==> src/rtl/seq_detector_param.sv <==
// seq_detector_param
// Mealy serial-pattern detector for an N-bit pattern (2..16 bits). It supports
// overlapping or non-overlapping matching and a valid qualifier on the serial
// input. It also provides a registered match pulse and a saturating match counter.
//
// Ports:
//   clk          rising-edge clock
//   reset        synchronous, active-high reset
//   din          serial data bit
//   din_valid    din is consumed on this edge only when high
//   y            Mealy match output (combinational from state and inputs)
//   y_q          y registered, one cycle later
//   match_count  saturating count of matches since reset
//   state        current matched-prefix length (debug / verification)
//
// Handshake: din_valid is a pure qualifier with no backpressure. The bit on
// din is accepted on every rising edge where din_valid = 1 and reset = 0.
// On any other edge the state and the counter hold.
module seq_detector_param #(
  parameter int             N       = 3,
  parameter logic [N-1:0]   PATTERN = 3'b101,
  parameter int             OVERLAP = 1,
  parameter int             CNT_W   = 8,
  localparam int            SW      = $clog2(N)
) (
  input  logic             clk,
  input  logic             reset,
  input  logic             din,
  input  logic             din_valid,
  output logic             y,
  output logic             y_q,
  output logic [CNT_W-1:0] match_count,
  output logic [SW-1:0]    state
);

  localparam logic [SW-1:0] LAST = SW'(N - 1);

  // The KMP transition for prefix length k and incoming bit b is the longest
  // j <= N-1 such that the first j pattern bits equal the last j bits of
  // (first k pattern bits, b). PATTERN[N-1] is the first pattern bit.
  // Because the cap is N-1, this same function also gives the longest proper
  // border on a full match (k = N-1, b = PATTERN[0]).
  function automatic int kmp_next(input int k, input logic b);
    int   best;
    int   idx;
    logic ok;
    logic sb;
    best = 0;
    for (int j = 1; j <= N - 1; j++) begin
      if (j <= k + 1) begin
        ok = 1'b1;
        for (int m = 0; m < N; m++) begin
          if (m < j) begin
            idx = k + 1 - j + m;
            sb  = (idx == k) ? b : PATTERN[N-1-idx];
            if (sb != PATTERN[N-1-m]) ok = 1'b0;
          end
        end
        if (ok) best = j;
      end
    end
    return best;
  endfunction

  // Transition tables, fixed at elaboration. Encoding slack (k >= N) maps
  // to 0, so any unreachable state falls back to the empty prefix.
  logic [SW-1:0] nxt0 [2**SW];
  logic [SW-1:0] nxt1 [2**SW];

  for (genvar k = 0; k < 2**SW; k++) begin : g_tbl
    if (k < N) begin : g_live
      assign nxt0[k] = SW'(kmp_next(k, 1'b0));
      assign nxt1[k] = SW'(kmp_next(k, 1'b1));
    end else begin : g_slack
      assign nxt0[k] = '0;
      assign nxt1[k] = '0;
    end
  end

  logic [SW-1:0] cs;
  logic [SW-1:0] ns;

  always_ff @(posedge clk) begin
    if (reset) begin
      cs          <= '0;
      y_q         <= 1'b0;
      match_count <= '0;
    end else begin
      cs  <= ns;
      y_q <= y;
      if (y && !(&match_count)) match_count <= match_count + 1'b1;
    end
  end

  always_comb begin
    ns = cs;
    y  = din_valid & ~reset & (cs == LAST) & (din == PATTERN[0]);
    if (din_valid) begin
      if (y && (OVERLAP == 0)) ns = '0;
      else                     ns = din ? nxt1[cs] : nxt0[cs];
    end
  end

  assign state = cs;

endmodule

==> config.mk <==
export PLATFORM = sky130hd
export DESIGN_NAME = seq_detector_param
export DESIGN_NICKNAME = d
export VERILOG_FILES = /design/src/rtl/seq_detector_param.sv
export SDC_FILE = /design/constraint.sdc
export NUM_CORES = 1
export LEC_CHECK = 0
export ABC_AREA = 1
export CAP_MARGIN = 40
export CORE_MARGIN = 5
export CORE_UTILIZATION = 41
export CTS_BUF_LIST = sky130_fd_sc_hd__clkbuf_16
export DETAILED_ROUTE_END_ITERATION = 8
export PLACE_DENSITY = 0.71
export SYNTH_ARGS = -nofsm -noshare
export SYNTH_HDL_FRONTEND = slang
export SYNTH_SLANG_ARGS = --single-unit
==> constraint.sdc <==
create_clock -name clk -period 1.39 [get_ports clk]
set_clock_uncertainty 0.2 [all_clocks]
set_input_delay 0.139 -clock clk [delete_from_list [all_inputs] [get_ports clk]]
set_output_delay 0.139 -clock clk [all_outputs]
set_load 0.02 [all_outputs]
==> Yosys cells after proc, flatten, opt, wreduce, memory -nomap -nowiden <==
Cells that the tools add are included.
{ "op_classes": {"reduce_logical": 3, "n_addsub": 1, "n_mux": 7, "n_eq_ne": 1, "order_cmp": 1, "bitwise": 5} }
{ "op_table": {"columns": ["operator", "n"], "rows": [
  ["two-way mux 2 bit", 5],
  ["adder 8 x 1 -> 8 bit, second input constant", 1],
  ["binary-select mux 2 bit (select 2 bit)", 2],
  ["AND reduction 8 bit", 1],
  ["AND 1 bit", 3],
  ["greater-or-equal comparator 3 bit, second input constant", 1],
  ["inverter 2 -> 3 bit", 1],
  ["equality test 2 bit, second input constant", 1],
  ["logical AND 1 bit", 1],
  ["logical NOT 1 bit", 1],
  ["inverter 1 bit", 1]
]} }
{ "totals": {"regBits": 11, "out_inout_bits": 12, "in_bits": 4} }

==> Logic depth before layout (Yosys ltp) <==
{ "depth": {"word_depth": 5, "ltp_mapped": 9, "mapped_depth_nobuf": 9} }

==> Least setup slack after synthesis <==
No wires, ideal clock.
{ "synth_timing": {"path_kind": "flip-flop to flip-flop", "from": "register match_count[0]", "to": "register match_count[0]", "t_required_ns": 1.077, "synth_period_minus_slack_ns": 1.577, "slack_ns": -0.187, "path_stages_with_launch": 9, "arrival_ns": 1.264, "path_cell_list": "dfxtp_1 ha_1 nand2_2 nor2_4 nand2_4 nand2_4 inv_4 nor2_1 nor2_1"} }
{ "synth_via": {"elab_chain_len": 3, "word_cells_on_any_way": 4, "classes_between": "add/sub (1); reduce/logical (3)"} }
{ "synth_rtl": {"columns": ["item", "line", "text"], "rows": [
  ["start, declared", "32", "output logic [CNT_W-1:0] match_count,"],
  ["start signal, assigned", "91", "if (y && !(&match_count)) match_count <= match_count + 1'b1;"],
  ["parallel branches: the longest is 3 deep, another holds adder 8 x 1 -> 8 bit", null, null]
]} }
Parallel ways; which one is timed is not known.
A chain may end at the register's enable or synchronous reset.

==> Worst setup path after layout <==
Ends and elaborated chain as after synthesis.

==> metrics.log <==
INFO  metric ys_seq_elements = 11
INFO  metric route.detailed.drc = 0
INFO  metric maxCapViolCount = 0
INFO  metric netlist-cell-type-count = 21
INFO  metric power_report.internal_total = 0.722 mW
INFO  metric cp.buffers_inverters = 1
INFO  metric placementRows = 14
INFO  metric cts-buffers-inserted = 3
INFO  metric path_max_fanout = 7
INFO  metric critical_path.top_delay_family = simple AND/OR/NAND/NOR gates
INFO  metric cp.required = between 1000 and 1500 ps
INFO  metric finalCritPeriodShare = 1.02
INFO  metric setup-violations-final = 2
INFO  metric synth.top_cells.by_area = dfxtp_1 36%, nand2_1 12%, nor2_1 7.9%
INFO  metric worst-setup-path-type = flop to flop
INFO  metric max_freq = 707 MHz
INFO  metric area.growth.synth_to_final = 66.6%
INFO  metric p_seq_frac = 0.354
INFO  metric vias = 643
INFO  metric cell_type_with_the_highest_occurrence_count_on_the_critical_path = nand2_4
INFO  metric cp_num_cells = 9
INFO  metric ys.warnings.count = 0
INFO  metric slew_violations = 0
INFO  metric io_pins = 16
INFO  metric die_w = between 40 and 50 um
INFO  metric nNetsFinal = around 130
INFO  metric finalWorstSetupSlack = -23.6 ps
INFO  metric clockBufferDepth = 2
INFO  metric critPathSlowestCell = dfxtp_4
INFO  metric initial_core_util = 0.420
INFO  metric groute.usage.overall = 0.142
INFO  metric synth_edf_count = 0
INFO  metric clkTransAtPathRegs = around 40 ps
INFO  metric layout-drive-gt1-share = 0.367
INFO  metric status = complete, but fails checks
INFO  metric synth.top_cell.area_share = 0.356
INFO  metric die-area = between 0.002 and 0.0025 mm^2
INFO  metric antennaDiodeCount = 0
INFO  metric cell_taking_the_most_area_after_synthesis = dfxtp_1
INFO  metric syn_area = 618 um^2
INFO  metric cts.htree.levels = 1
INFO  metric cts_tree = done
INFO  metric p_sw = approximately 0.18 mW
INFO  metric cp_data_arrival_time = between 1000 and 1500 ps
INFO  metric power_switching_share = 0.199
INFO  metric antenna_violating_nets_left = 0
INFO  metric reg2regPathDepth = 9
INFO  metric rsz0062_at_grt = yes
INFO  metric wirelength = between 1.5 and 2 mm
INFO  metric place.port_buffers = 15
INFO  metric synth.yosys.seq_area_share = 0.356
INFO  metric hold_depth = 3
INFO  metric power.share.clock = 0.579
INFO  metric cts_root_buffer_type = clkbuf_16
INFO  metric worst-slew-pin-transition = approximately 210 ps
INFO  metric detailed_place.area = roughly 890 um^2
INFO  metric time_the_worst_path_needs_with_i_o_delays_and_setup = around 1400 ps
INFO  metric clk_latency = ~240 ps
INFO  metric grt_pass1_wl = 2.62 mm
INFO  metric dominantRegCellSynth = dfxtp_1
INFO  metric cts_hold_repair.buffers = 0
INFO  metric syn-num-nets = between 90 and 100
INFO  metric hold_path.class = input port to flop
INFO  metric slew-limit-headroom = 0.861
INFO  metric syn_inst = between 80 and 90
INFO  metric cts_num_sinks = 11
INFO  metric final_layout_fill_cell_count = about 130
INFO  metric grt_overflow_total = 0
INFO  metric failing_checks = negative setup slack
INFO  metric critPathCaptureType = flop
INFO  metric detail_route.iter0.violations = 15
INFO  metric pwr_density_cell = approximately 900 mW/mm^2
INFO  metric mean_routed_wirelength_per_cell = 11.6 um
INFO  metric gp_congestion = 0.791
INFO  metric cpPeakStageDelay = 360 ps
INFO  metric worst_case_hold_slack = roughly 170 ps
INFO  metric irDropWorstVdd = 0.000709 V
INFO  metric leakage = roughly 0.53 nW
INFO  metric grt_pass1_vias = between 600 and 700
INFO  metric finish.instance_area = 0.00103 mm^2
INFO  metric critPathLaunchType = flop
INFO  metric floorplan.die.height = just under 50 um
INFO  metric synth_most_common_cell = nand2_1
INFO  metric commonest_cells_in_the_synthesized_netlist = 20 x nand2_1, 13 x nor2_1, 11 x dfxtp_1, 11 x inv_1, 7 x nand3_1
INFO  metric antenna_violations_before_repair = 0
INFO  metric drt-pass1-iter-count = 4
INFO  metric hpwl = approximately 1.1 mm
INFO  metric design.core.area = around 0.0015 mm^2
INFO  metric utilization = 0.700
INFO  metric synth-async-reset-ratio = 0
INFO  metric hold_viol = 0
INFO  metric worstPathCellList = ha_4 > nand2_4 > nor2_4 > nand2_4 > nand2_4 > inv_6 > nand2_2 > nand2_1 > nor2_1
INFO  metric vias_per_cell = ~4.7
INFO  metric largest_net_degree_at_the_start_of_global_routing = 10
INFO  metric postSynthAreaPerCell = 7.19 um^2
INFO  metric comb_power_share = 0.067
registers in the layout, summed over array words and instances, names as in the netlist:
register,count
match_count,8
state,2
y_q,1
worst reg2reg max path: stages, from the launching register on:
cell and delay, ps:
dfxtp_4 360, ha_4 150, nand2_4 50, nor2_4 130
nand2_4 90, nand2_4 110, inv_6 50, nand2_2 50
nand2_1 50, nor2_1 100
cells by family (layout without fill, tap and decap cells):
logic type / after synthesis / count (layout) / share of synthesized area
flops: 11 / 11 / 0.356
xor+xnor: 2 / 2 / 0.0283
buf+inv: 14 / 48 / 0.0891
fa+ha+maj: 1 / 1 / 0.0202
compound gates: 7 / 7 / 0.0587
simple gates: 51 / 51 / 0.447
stage by stage:
stage / total power, mW / TNS (ps) / setup WS, ps / cells
global placement: 0.386 / -1980 / -434 / 127
global route: 0.948 / -473 / -114 / 136
floorplan: 0.351 / -8.64 / -4.56 / 86
CTS: 0.912 / 0 / 5.73 / 134
finish: 0.902 / -24.9 / -23.6 / 136
detailed placement: 0.387 / -2250 / -449 / 127
routing by layer:
layer  wire length, um  up-vias  global-route usage
li1                  -      337                   -
met1               720      294               0.156
met2               788       10               0.233
met3                56        2              0.0398
met4                13        0              0.0942
met5                 0        -                   0
repair_timing:
| action | CTS | global route |
|---|---|---|
| resized for setup | 17 | 16 |
| setup buffers | 3 | 2 |
| pin swaps | 3 | 5 |
| endpoints found under the setup margin | 14 | 11 |
cells in the final DEF (no fill, tap or decap), types with 3 or more instances in the layout:
cell	synthesis	final
nand3_1	7	5
nand2_4	3	4
nor2_4	2	3
inv_1	11	12
dfxtp_2	0	3
nor2_1	13	9
nor2_2	0	3
a21oi_1	4	3
buf_4	0	15
dfxtp_1	11	6
dlygate4sd2_1	0	11
clkbuf_16	0	3
nand2_1	20	19
power groups by stage:
stage | registers, mW | clock network [mW] | logic, mW
floorplan | 0.331 | 0 | 0.0198
CTS | 0.320 | 0.535 | 0.0580
global route | 0.319 | 0.564 | 0.0651
finish | 0.320 | 0.522 | 0.0604
global placement | 0.325 | 0 | 0.0610
detailed placement | 0.325 | 0 | 0.0621
final cells by class:
cell class,count,area [um^2],share of cell area
clock inverter,1,3.75,0.00365
clock buffer,3,75.1,0.0729
sequential,11,231,0.225
timing repair buffer,30,250,0.243
inverter,14,57.6,0.0559
multi-input combinational,61,392,0.380
tap,16,20.0,0.0194
worst paths after layout:
path,startpoint,endpoint,slack (ps)
worst max register to register,match_count[0],match_count[0],-20
worst min-delay path,din,y_q,170
worst max-delay path,match_count[0],match_count[0],-20
worst min register to register,match_count[2],match_count[2],320
Power figures use the tool's default switching activity.
